## config.mk

```make
export PLATFORM = sky130hd
export DESIGN_NAME = cdl_rx_crc16_check
export DESIGN_NICKNAME = d
export VERILOG_FILES = /design/src/rtl/cdl_rx_crc16_check.sv
export SDC_FILE = /design/constraint.sdc
export NUM_CORES = 1
export LEC_CHECK = 0
export CORE_UTILIZATION = 55
export CTS_CLUSTER_DIAMETER = 80
export DETAILED_ROUTE_END_ITERATION = 16
export HOLD_SLACK_MARGIN = 0.06
export PLACE_DENSITY = 0.76
export SYNTH_ARGS = -nofsm -noshare
export SYNTH_HDL_FRONTEND = slang
export SYNTH_SLANG_ARGS = --single-unit
```

## constraint.sdc

```tcl
create_clock -name clk -period 3.74 [get_ports clk]
set_input_delay 0.935 -clock clk [delete_from_list [all_inputs] [get_ports clk]]
set_output_delay 0.935 -clock clk [all_outputs]
set_load 0.05 [all_outputs]
```

## src/rtl/cdl_rx_crc16_check.sv

```systemverilog
// Receive-side USB CRC16 checker and payload de-framer.
// Consumes the destuffed serial DATA field LSB first, forwards payload bytes
// with the trailing two CRC bytes held back, and issues one status pulse per packet.
module cdl_rx_crc16_check #(
    parameter int MAX_BYTES = 1026,
    parameter int COUNT_W   = 11
) (
    input  logic               clk,
    input  logic               rst,
    input  logic               bit_valid,
    input  logic               data_bit,
    input  logic               sop,
    input  logic               eop,
    output logic [7:0]         rx_byte,
    output logic               rx_byte_valid,
    output logic               crc_ok,
    output logic               crc_err,
    output logic               len_err,
    output logic [COUNT_W-1:0] payload_len,
    output logic               busy
);

    localparam logic [1:0] S_IDLE = 2'd0;
    localparam logic [1:0] S_RECV = 2'd1;
    localparam logic [1:0] S_DONE = 2'd2;

    localparam logic [15:0]        CRC_INIT    = 16'hFFFF;
    localparam logic [15:0]        CRC_RESIDUE = 16'h800D;
    localparam logic [COUNT_W-1:0] MAX_C       = COUNT_W'(MAX_BYTES);
    localparam logic [COUNT_W-1:0] SAT_C       = COUNT_W'(MAX_BYTES + 1);

    logic [1:0]         state_q, state_d;
    logic [15:0]        crc_q, crc_d;
    logic [2:0]         bit_cnt_q, bit_cnt_d;
    logic [COUNT_W-1:0] byte_cnt_q, byte_cnt_d;
    logic [6:0]         shreg_q, shreg_d;
    logic [7:0]         stage0_q, stage0_d, stage1_q, stage1_d;
    logic [1:0]         held_q, held_d;
    logic [7:0]         rx_byte_q, rx_byte_d;
    logic               rx_vld_q, rx_vld_d;
    logic               ok_q, ok_d, err_q, err_d, lerr_q, lerr_d;
    logic [COUNT_W-1:0] plen_q, plen_d;
    logic               busy_q, busy_d;
    logic               len_bad;
    logic [7:0]         new_byte;

    function automatic logic [15:0] crc_next(input logic [15:0] c, input logic b);
        logic fb;
        fb = b ^ c[15];
        return {c[14:0], 1'b0} ^ (fb ? 16'h8005 : 16'h0000);
    endfunction

    // Next-state: sop restarts from any state; eop closes a packet and wins over a same-cycle bit.
    always_comb begin
        state_d    = state_q;
        crc_d      = crc_q;
        bit_cnt_d  = bit_cnt_q;
        byte_cnt_d = byte_cnt_q;
        shreg_d    = shreg_q;
        stage0_d   = stage0_q;
        stage1_d   = stage1_q;
        held_d     = held_q;
        rx_byte_d  = rx_byte_q;
        rx_vld_d   = 1'b0;
        ok_d       = 1'b0;
        err_d      = 1'b0;
        lerr_d     = 1'b0;
        plen_d     = plen_q;
        new_byte   = {data_bit, shreg_q};
        len_bad    = (bit_cnt_q != 3'd0) || (byte_cnt_q < COUNT_W'(2)) || (byte_cnt_q > MAX_C);

        if (sop) begin
            state_d    = S_RECV;
            crc_d      = CRC_INIT;
            bit_cnt_d  = 3'd0;
            byte_cnt_d = '0;
            shreg_d    = '0;
            held_d     = 2'd0;
            plen_d     = '0;
            if (bit_valid) begin
                crc_d     = crc_next(CRC_INIT, data_bit);
                shreg_d   = {data_bit, 6'd0};
                bit_cnt_d = 3'd1;
            end
        end else begin
            case (state_q)
                S_RECV: begin
                    if (eop) begin
                        state_d = S_DONE;
                        if (len_bad) begin
                            lerr_d = 1'b1;
                            plen_d = '0;
                        end else begin
                            ok_d   = (crc_q == CRC_RESIDUE);
                            err_d  = (crc_q != CRC_RESIDUE);
                            plen_d = byte_cnt_q - COUNT_W'(2);
                        end
                    end else if (bit_valid) begin
                        crc_d     = crc_next(crc_q, data_bit);
                        shreg_d   = {data_bit, shreg_q[6:1]};
                        bit_cnt_d = bit_cnt_q + 3'd1;
                        if (bit_cnt_q == 3'd7) begin
                            if (byte_cnt_q != SAT_C) byte_cnt_d = byte_cnt_q + COUNT_W'(1);
                            // Oldest held byte is known payload once a third byte lands behind it.
                            if (held_q == 2'd2 && byte_cnt_q < MAX_C) begin
                                rx_byte_d = stage1_q;
                                rx_vld_d  = 1'b1;
                            end
                            stage1_d = stage0_q;
                            stage0_d = new_byte;
                            if (held_q != 2'd2) held_d = held_q + 2'd1;
                        end
                    end
                end
                S_DONE:  state_d = S_IDLE;
                default: state_d = S_IDLE;
            endcase
        end
        busy_d = (state_d == S_RECV);
    end

    // State and output registers, all cleared asynchronously.
    always_ff @(posedge clk or posedge rst) begin
        if (rst) begin
            state_q    <= S_IDLE;
            crc_q      <= CRC_INIT;
            bit_cnt_q  <= 3'd0;
            byte_cnt_q <= '0;
            shreg_q    <= '0;
            stage0_q   <= '0;
            stage1_q   <= '0;
            held_q     <= 2'd0;
            rx_byte_q  <= '0;
            rx_vld_q   <= 1'b0;
            ok_q       <= 1'b0;
            err_q      <= 1'b0;
            lerr_q     <= 1'b0;
            plen_q     <= '0;
            busy_q     <= 1'b0;
        end else begin
            state_q    <= state_d;
            crc_q      <= crc_d;
            bit_cnt_q  <= bit_cnt_d;
            byte_cnt_q <= byte_cnt_d;
            shreg_q    <= shreg_d;
            stage0_q   <= stage0_d;
            stage1_q   <= stage1_d;
            held_q     <= held_d;
            rx_byte_q  <= rx_byte_d;
            rx_vld_q   <= rx_vld_d;
            ok_q       <= ok_d;
            err_q      <= err_d;
            lerr_q     <= lerr_d;
            plen_q     <= plen_d;
            busy_q     <= busy_d;
        end
    end

    assign rx_byte       = rx_byte_q;
    assign rx_byte_valid = rx_vld_q;
    assign crc_ok        = ok_q;
    assign crc_err       = err_q;
    assign len_err       = lerr_q;
    assign payload_len   = plen_q;
    assign busy          = busy_q;

endmodule

```

# == Yosys cells after proc, flatten, opt, wreduce, memory -nomap -nowiden ==
# Cells that the tools add are included.
# totals
register_bits,81
in_bits,6
# classes
n_addsub,4
magnitude_cmp,3
eq_ne,9
n_mux,54
bitwise_logic,5
reduce_logical,16
# ops
cell,n
two-way mux 16 bit,7
two-way mux 11 bit,10
two-way mux 7 bit,5
two-way mux 1 bit,19
two-way mux 2 bit,9
"== test 16 bit, second input constant",1
"!= test 16 bit, second input constant",1
XOR 16 bit,1
inverter 15 bit,1
AND reduction 5 bit,3
two-way mux 3 bit,4
nonzero test 2 bit,6
"adder 11 x 1 -> 11 bit, second input constant",1
"> comparator 11 bit, second input constant",1
"less-than comparator 11 bit, second input constant",1
"less-than comparator 11 x 2 -> 1 bit, second input constant",1
"!= test 11 bit, second input constant",1
"subtractor 11 x 2 -> 11 bit, second input constant",1
AND reduction 6 bit,1
"== test 2 x 1 -> 1 bit, second input constant",2
"!= test 2 bit, second input constant",2
"adder 3 x 1 -> 3 bit, second input constant",1
"== test 3 bit, second input constant",1
AND reduction 3 bit,1
other kinds (8),10

# == Depth between registers and ports, before layout ==
# Gate-level depths: netlist of run 1.
# logic_depth
word_depth,8
mapped_depth,7

# == Least setup slack after synthesis of run 1 ==
# Ideal clock, no wire load.
# synth_path
path_type,input to register
from,input port eop
to,register rx_byte_q[0] (netlist: rx_byte[0])
setup_ps,125
t_arrival_ps,2271
required_ps,3615
path_slack_ps,1344
cell_stages,6
path_buffers,2
path_cell_list,nand4bb_1 > buf_2 > nor3b_4 > and3_1 > buf_6 > mux2_4
# synth_via
elab_chain_cells,2
# synth_lines
element,line,rtl
"start, declared",13,"input logic eop,"
inverter 1 bit (no source line),-,
AND reduction 6 bit (no source line),-,
"end signal, assigned",149,rx_byte_q <= rx_byte_d;
"end, declared",39,"logic [7:0] rx_byte_q, rx_byte_d;"
# No other way between the ends.
# A chain may end at the register's enable or synchronous reset.

# == Final worst setup path of run 1 ==
# layout_path
from,input port bit_valid
to,register byte_cnt_q[8]
# layout_via
elab_chain_cells,2
# layout_lines
element,line,rtl
"start, declared",10,"input logic bit_valid,"
nonzero test 2 bit (no source line),-,
AND reduction 5 bit (no source line),-,
"end signal, assigned",144,byte_cnt_q <= byte_cnt_d;
"end, declared",35,"logic [COUNT_W-1:0] byte_cnt_q, byte_cnt_d;"
# No other way between the ends.

==> results of run 1 <==
==> Yosys cell counts, types with 2 or more instances <==
master / instances
sky130_fd_sc_hd__dfrtp_1: 65
sky130_fd_sc_hd__nand2_1: 61
sky130_fd_sc_hd__nor2_1: 22
sky130_fd_sc_hd__a21oi_1: 16
sky130_fd_sc_hd__dfstp_2: 16
sky130_fd_sc_hd__nand3b_1: 15
sky130_fd_sc_hd__mux2_2: 13
sky130_fd_sc_hd__o21ai_1: 13
sky130_fd_sc_hd__xnor2_1: 12
sky130_fd_sc_hd__clkbuf_1: 11
sky130_fd_sc_hd__ha_1: 8
sky130_fd_sc_hd__inv_1: 8
sky130_fd_sc_hd__mux2_4: 8
sky130_fd_sc_hd__nand3_1: 7
sky130_fd_sc_hd__mux2_1: 6
sky130_fd_sc_hd__nand2b_1: 6
sky130_fd_sc_hd__nor2b_1: 5
sky130_fd_sc_hd__nor4_1: 5
sky130_fd_sc_hd__or2_2: 5
sky130_fd_sc_hd__and3_1: 4
sky130_fd_sc_hd__buf_2: 4
sky130_fd_sc_hd__nor3_1: 4
sky130_fd_sc_hd__xor2_1: 4
sky130_fd_sc_hd__buf_1: 3
sky130_fd_sc_hd__nand4_1: 3
sky130_fd_sc_hd__nor3b_1: 3
sky130_fd_sc_hd__o22a_1: 3
sky130_fd_sc_hd__buf_6: 2
sky130_fd_sc_hd__o21ai_0: 2
sky130_fd_sc_hd__or3_1: 2
==> flip-flops by register name, summed over array words and instances, names as in the netlist, 3 cells and up <==
signal and flops:
payload_len 11, rx_byte 8, bit_cnt_q 3, shreg_q 7, byte_cnt_q 11, crc_q 16
stage1_q 8, stage0_q 8
==> power breakdown <==
part | switching, uW | internal [uW] | total, uW
clock network | 357 | 255 | 612
logic | 68.8 | 39.7 | 108
registers | 15.8 | 903 | 919
==> routing by layer <==
| metal | up-vias | wire length, microns |
|---|---|---|
| met4 | 0 | 80 |
| met1 | 1307 | 3510 |
| met3 | 7 | 299 |
| met5 | - | 0 |
| li1 | 1270 | - |
| met2 | 51 | 3140 |
==> worst reg2reg max path, delay by kind of cell, from the launching register on <==
| kind | cells | cell delay [ns] |
|---|---|---|
| DFF | 1 | 0.46 |
| and+or+nand+nor | 2 | 0.99 |
| muxes | 1 | 0.34 |
| buffers and inverters | 1 | 0.11 |
| adders and majority gates | 1 | 0.26 |
| AOI/OAI and AO/OA | 1 | 0.20 |
==> cell type report <==
cell class / instances / area share, %
Tap cell: 77 / 2.22
Inverter: 8 / 0.721
Sequential cell: 81 / 47.2
Timing Repair Buffer: 35 / 7.73
Clock inverter: 7 / 1.44
Multi-Input combinational cell: 246 / 37.8
Clock buffer: 9 / 2.86
==> logic make-up (layout without fill, tap and decap cells) <==
kind of cell             Yosys count  count (layout)
buffers and inverters             28              59
AO/OA/AOI/OAI                     40              40
XOR/XNOR                          16              16
AND/OR/NAND/NOR                  155             155
flip-flops                        81              81
adder cells (fa/ha/maj)            8               8
multiplexers                      27              27
==> per-stage QoR <==
step / std cells / utilization (%) / setup WS, ns
final: 463 / 66.4 / 1.14
after global routing: 463 / 66.4 / 1.02
after CTS: 463 / 66.4 / 1.13
after detailed placement: 447 / 63.6 / 0.783
after global placement: 447 / 63.6 / 0.882
after floorplan: 355 / - / 0.751
==> worst min path at each step <==
stage | from | endpoint | cells after the start
finish | payload_len[6]$_DFFE_PP0P_ | payload_len[6]$_DFFE_PP0P_ | 2
global route | stage0_q[4]$_DFFE_PP0P_ | stage1_q[4]$_DFFE_PP0P_ | 1
CTS | stage0_q[7]$_DFFE_PP0P_ | stage0_q[7]$_DFFE_PP0P_ | 1
detailed placement | stage0_q[7]$_DFFE_PP0P_ | stage0_q[7]$_DFFE_PP0P_ | 1
global placement | payload_len[4]$_DFFE_PP0P_ | payload_len[4]$_DFFE_PP0P_ | 2
floorplan | stage0_q[7]$_DFFE_PP0P_ | stage0_q[7]$_DFFE_PP0P_ | 1
==> Flow_metrics.wiki, run 1 <==
{| class="wikitable"
! Metric !! Value
|-
| Final Skew || 0.00918 ns
|-
| Dominant combinational cell family by area after synthesis || simple AND/OR/NAND/NOR gates
|-
| Synthesized area divided by synthesized cell count || 10.7 sq um
|-
| TritonCTS Buffers || 9
|-
| Cell area after placement || 0.00415 sq mm
|-
| Crit. Startpoint || bit_valid
|-
| Levels on crit path || 6
|-
| Xor/xnor cell area share of the yosys netlist || 3.67%
|-
| Hold-fix buffers at CTS || 0
|-
| Max Clk Rate || 385 MHz
|-
| Met2 track utilization from global routing || 31.4%
|-
| Fraction of met1 tracks used by global routing || 30.9%
|-
| Register area || 0.00205 sq mm
|-
| Final standard cell area without fillers || between 0.004 and 0.005 sq mm
|-
| M3 GR Usage || 4.96%
|-
| Top-Level Pins || 30
|-
| Run status || finished, final reports clean
|-
| Cell type contributing the most total cell area after synthesis || sky130_fd_sc_hd__dfrtp_1
|-
| Final wirelength || approximately 7000 microns
|-
| Detail-routed net length per standard cell || 15.2 microns
|-
| Final hold viol count || 0
|-
| Required time of the worst setup path || 3.98 ns
|-
| Unrepaired setup endpoints after global routing || no
|-
| Total buffers and inverters traversed by the critical path || 2
|-
| Crit path largest cell delay || 0.59 ns
|-
| Final HPWL DP || roughly 4700 microns
|-
| Worst setup endpoint || byte_cnt_q[8]$_DFFE_PP0P_
|-
| First drt pass iteration count || 4
|-
| Fraction of registers with async set or reset after synthesis || 100%
|-
| Hold Slack || 0.492 ns
|-
| Total GRT Usage || 21.2%
|-
| Net count reported at finish || 395
|-
| Initial antenna violation count || 0
|-
| Post-synth design cell area || 0.00381 sq mm
|-
| Yosys top cell area share || 42.7%
|-
| Num rows || 29
|-
| Dominant cells by area after synthesis || sky130_fd_sc_hd__dfrtp_1 43%, sky130_fd_sc_hd__dfstp_2 11%, sky130_fd_sc_hd__nand2_1 6.0%
|-
| Power after layout || 1640 uW
|-
| Final global-route overflow total || 0
|-
| Relative max-transition margin || 40.5%
|-
| Pwr dens || 378 mW/mm^2
|-
| Post-Synth Simple-Gate Area || a little over a fifth
|-
| Violation count after the first detailed-route iteration || 162
|-
| Number of warning messages in the yosys log || 0
|-
| Count of unresolved DRC violations after routing || 0
|-
| Synth Register Bits || 81
|-
| Routed Antenna Nets || 0
|-
| H-tree depth reported by CTS || 3
|-
| Count of max-cap constraint violations || 0
|-
| Most common library cell in the layout ignoring fill and taps || sky130_fd_sc_hd__dfrtp_1
|-
| Number of clock sinks seen by CTS || between 80 and 90
|-
| Clk_lat worst skew || 0.36 ns
|-
| Worst Path Class, Setup || input port to flop
|-
| Endpoint kind of the worst setup timing path || flop
|-
| # port buffers || 29
|-
| List of cells traversed by the critical path || clkdlybuf4s50_1, nand4bb_1, buf_4, nor3b_1, nand3_1, mux2_2
|-
| Worst Hold Class || flop to flop
|-
| Gate count of the mapped netlist || roughly 360
|-
| Synthesized net count || around 370
|-
| Worst voltage drop across the vdd grid || 0.000180 V
|-
| Max stage delay cell, worst path || sky130_fd_sc_hd__clkdlybuf4s50_1
|-
| Data arrival time of the worst path || approximately 2.8 ns
|-
| Arithmetic-cell share of the synthesized area counting full adders, half adders and majority gates || 2.62%
|-
| Sequential area share after synthesis || 53.7%
|-
| Largest net degree at the start of global routing || 54
|-
| R2R setup slack || 1.26 ns
|-
| Lkg Pwr || 0.00197 uW
|-
| Fraction of the mapped netlist area in compound gates || 6.07%
|-
| Area of the multi-input gates || between 0.0015 and 0.002 sq mm
|-
| Fraction of layout cells with a size suffix above 1 || 18.7%
|-
| Clock root buffer master || sky130_fd_sc_hd__clkbuf_8
|-
| Critical Path Fanout Max || 27
|-
| Antenna Diode Count || 0
|-
| Depth of the most critical reg-to-reg path || 6
|-
| Max-slew violation count || 0
|-
| Destination of the worst register-to-register timing path || rx_byte[5]$_DFFE_PP0P_
|-
| Filler cells || between 500 and 600
|-
| Setup TNS || 0 ns
|-
| Number of global-route vias before repair || 2486
|-
| Final critical-path share of the clock period || 69.5%
|-
| Total Die Area || 0.00727 sq mm
|-
| Total number of vias || approximately 2600
|-
| Transition time at the pin with the least slew margin || 0.892 ns
|-
| Share of cell area taken by muxes after synthesis || 8.76%
|-
| Delay-heaviest family, CP || buffers and inverters
|-
| Number of different library cells in the post-synthesis netlist || 49
|-
| Post-CTS Resized || 0
|-
| Post-CTS setup buffer count || 0
|-
| Most used DFF post-synth || sky130_fd_sc_hd__dfrtp_1
|-
| Leading cell types in the layout, fill and taps excluded || 65 x sky130_fd_sc_hd__dfrtp_1, 61 x sky130_fd_sc_hd__nand2_1, 29 x sky130_fd_sc_hd__clkdlybuf4s50_1, 22 x sky130_fd_sc_hd__nor2_1
|-
| Layer with the highest usage || met2
|-
| Startpoint of the worst-slack reg-to-reg timing path || byte_cnt_q[1]$_DFFE_PP0P_
|-
| Max Buffers Root-to-Sink || 2
|-
| Area growth from synthesis to layout || 13.7%
|-
| Clock edge transition at the registers on the reported setup and hold paths || 0.09 ns
|-
| Post-DR vias/cell || 5.69
|-
| Global-route wire length before repair || 12100 microns
|-
| EDFF count, synth || 0
|-
| Die span in x || about 85 microns
|-
| Final Critical Period || approximately 2.6 ns
|-
| Launching element type of the critical path || input port
|-
| Count of final setup violators || 0
|-
| TritonCTS clock tree || built
|-
| Weighted congestion at the end of routability-driven global placement || 0.833
|-
| Initial cell density of the core || about 60%
|-
| Die Span Y || 85.3 microns
|-
| Core footprint || 0.00653 sq mm
|}
(Power assumes the default switching activity.)
==> run 2: changes to the inputs <==
==> constraint.sdc (replaced) <==
create_clock -name clk -period 2.6 [get_ports clk]
set_input_delay 0.65 -clock clk [delete_from_list [all_inputs] [get_ports clk]]
set_output_delay 0.65 -clock clk [all_outputs]
set_load 0.05 [all_outputs]
==> run 2 against run 1 <==
Register-to-register slack got worse by 0.97 ns. Clock power increased by 40%. Sequential share of layout area down 1.2 points. Largest power group unchanged.
==> Flow_metrics.wiki, run 2 (synthesized netlist as in run 1, its figures left out) <==
{| class="wikitable"
! Metric !! Value
|-
| Startpoint of the worst-slack reg-to-reg timing path || byte_cnt_q[1]$_DFFE_PP0P_
|-
| Number of clock sinks seen by CTS || 81
|-
| Area growth from synthesis to layout || 16.7%
|-
| Final wirelength || 7070 microns
|-
| Switch Pwr || around 600 uW
|-
| Filler cells || 484
|-
| Pint || roughly 1800 uW
|-
| Count of unresolved DRC violations after routing || 0
|-
| Power after layout || 2350 uW
|-
| R2R setup slack || 0.29 ns
|-
| Clock root buffer master || sky130_fd_sc_hd__clkbuf_8
|-
| Max Buffers Root-to-Sink || 2
|-
| Max Clk Rate || 432 MHz
|-
| Run status || finished, final reports clean
|-
| Post-DR vias/cell || roughly 5.6
|-
| Routed met2 length || between 3000 and 4000 microns
|-
| Core footprint || 0.00653 sq mm
|-
| Total number of vias || 2618
|-
| Die Span Y || 85.3 microns
|-
| Final hold viol count || 0
|-
| Antenna Diode Count || 0
|-
| Critical Path Fanout Max || 8
|-
| Clk_lat worst skew || 0.35 ns
|-
| Count of final setup violators || 0
|-
| Worst Path Class, Setup || flop to flop
|-
| Register bank with the most flops || crc_q
|-
| Inst Count DP || roughly 460
|-
| Hold-fix buffers at CTS || 0
|-
| Count of max-cap constraint violations || 0
|-
| H-tree depth reported by CTS || 3
|-
| Lkg Pwr || 0.00203 uW
|-
| Final critical-path share of the clock period || 89.0%
|-
| Die span in x || between 80 and 90 microns
|-
| Setup TNS || 0 ns
|-
| Initial antenna violation count || 0
|-
| Flip-flop count of the largest register, all copies and words added || 16
|-
| Met3 WL || 264 microns
|-
| Pwr dens || 528 mW/mm^2
|-
| Detail-routed net length per standard cell || 15.0 microns
|-
| Destination of the worst register-to-register timing path || rx_byte[3]$_DFFE_PP0P_
|-
| Fraction of layout cells with a size suffix above 1 || around 20%
|-
| Initial cell density of the core || 58.4%
|-
| Post-CTS setup buffer count || 0
|-
| Final Skew || 0.00785 ns
|-
| Global-route wire length before repair || 12100 microns
|-
| Required time of the worst setup path || approximately 2.8 ns
|-
| TritonCTS clock tree || built
|-
| Data arrival time of the worst path || 2.55 ns
|-
| Routed Antenna Nets || 0
|-
| Total GRT Usage || around a fifth
|-
| Number of global-route vias before repair || 2610
|-
| Endpoint kind of the worst setup timing path || flop
|-
| Max Used Layer || met4
|-
| Worst voltage drop across the vdd grid || 0.000395 V
|-
| Post-Route M1 WL || 3370 microns
|-
| Unrepaired setup endpoints after global routing || no
|-
| Transition time at the pin with the least slew margin || ~0.73 ns
|-
| Worst Hold Class || flop to flop
|-
| Final HPWL DP || roughly 4800 microns
|-
| Hold Slack || 0.488 ns
|-
| Portion of total power attributed to combinational logic || roughly 7%
|-
| Largest net degree at the start of global routing || 51
|-
| Clock share of power || a little over a third
|-
| Weighted congestion at the end of routability-driven global placement || 0.834
|-
| Top-Level Pins || 30
|-
| Depth of the most critical reg-to-reg path || 7
|-
| Cell depth of the worst min-delay path || 1
|-
| Final Critical Period || 2.31 ns
|-
| Hold endpoint || stage0_q[7]$_DFFE_PP0P_
|-
| Most common library cell in the layout ignoring fill and taps || sky130_fd_sc_hd__dfrtp_1
|-
| Net count reported at finish || 403
|-
| Final global-route overflow total || 0
|-
| Number of standard cells in the layout, taps in and fillers out || 471
|-
| Num rows || 29
|-
| Clock edge transition at the registers on the reported setup and hold paths || 0.09 ns
|-
| Total Die Area || 0.00727 sq mm
|-
| Violation count after the first detailed-route iteration || roughly 140
|-
| Share of power burned in registers || 56.2%
|-
| Leading cell types in the layout, fill and taps excluded || 65 x sky130_fd_sc_hd__dfrtp_1, 61 x sky130_fd_sc_hd__nand2_1, 29 x sky130_fd_sc_hd__clkdlybuf4s50_1, 22 x sky130_fd_sc_hd__nor2_1
|-
| Launching element type of the critical path || flop
|-
| First drt pass iteration count || 4
|-
| Post-CTS Resized || 0
|-
| Switching portion of total power || 25.4%
|-
| Worst hold start || stage0_q[7]$_DFFE_PP0P_
|-
| Max-slew violation count || 0
|-
| Relative max-transition margin || around 51%
|-
| # port buffers || 29
|-
| TritonCTS Buffers || 9
|}
-- run 2: cell count changes in the layout (fill, tap and decap cells not counted) --
cell                       before  now
sky130_fd_sc_hd__clkbuf_8       9   10
sky130_fd_sc_hd__inv_8          1    0
sky130_fd_sc_hd__buf_4          6   10
sky130_fd_sc_hd__buf_12         0    4
-- run 2: power groups by stage --
| stage | clock (uW) | combinational (uW) | sequential, uW |
|---|---|---|---|
| 2_1_floorplan | 0 | 107 | 1350 |
| 3_3_place_gp | 0 | 168 | 1340 |
| 3_5_place_dp | 0 | 172 | 1350 |
| 4_1_cts | 888 | 173 | 1320 |
| 5_1_grt | 930 | 192 | 1330 |
| 6_report | 859 | 170 | 1320 |
-- run 2: metrics by stage --
| stage | cell area, sq um | worst slack, ns | utilization, % |
|---|---|---|---|
| 2_1_floorplan | 3820 | 0.489 | - |
| 3_3_place_gp | 4260 | 0.176 | 65.3 |
| 3_5_place_dp | 4260 | 0.124 | 65.3 |
| 4_1_cts | 4450 | 0.302 | 68.1 |
| 5_1_grt | 4450 | 0.176 | 68.1 |
| 6_report | 4450 | 0.286 | 68.1 |
-- run 2: cell type report --
class	count	area [sq um]	share of cell area [%]
flip-flops and latches	81	2050	46.0
multi-input cells	246	1640	36.9
repair buffers	43	445	10.0
clock buffers	10	138	3.09
well taps	77	96.3	2.16
clock inverters	6	48.8	1.10
inverters	8	33.8	0.759
-- run 2: critical path: stages (launching register included) --
cell and delay (ns):
sky130_fd_sc_hd__dfrtp_1 0.46, sky130_fd_sc_hd__inv_1 0.11, sky130_fd_sc_hd__ha_1 0.24, sky130_fd_sc_hd__or4b_1 0.48
sky130_fd_sc_hd__o21ai_1 0.23, sky130_fd_sc_hd__and3_1 0.25, sky130_fd_sc_hd__buf_12 0.15, sky130_fd_sc_hd__mux2_4 0.30
-- run 2: worst max-delay path by stage --
stage | startpoint | to | slack [ns] | cells past startpoint
2_1_floorplan | eop | rx_byte[0]$_DFFE_PP0P_ | 0.49 | 6
3_3_place_gp | bit_valid | rx_byte[0]$_DFFE_PP0P_ | 0.18 | 6
3_5_place_dp | bit_valid | rx_byte[3]$_DFFE_PP0P_ | 0.12 | 6
4_1_cts | byte_cnt_q[1]$_DFFE_PP0P_ | rx_byte[3]$_DFFE_PP0P_ | 0.30 | 7
5_1_grt | byte_cnt_q[1]$_DFFE_PP0P_ | rx_byte[0]$_DFFE_PP0P_ | 0.18 | 7
6_report | byte_cnt_q[1]$_DFFE_PP0P_ | rx_byte[3]$_DFFE_PP0P_ | 0.29 | 7
-- run 2: per-layer routing --
| layer | global-route usage [%] | vias to the layer above |
|---|---|---|
| met5 | 0 | - |
| met4 | 7.58 | 0 |
| met3 | 5.74 | 4 |
| met2 | 34.3 | 42 |
| met1 | 27.8 | 1297 |
| li1 | - | 1275 |
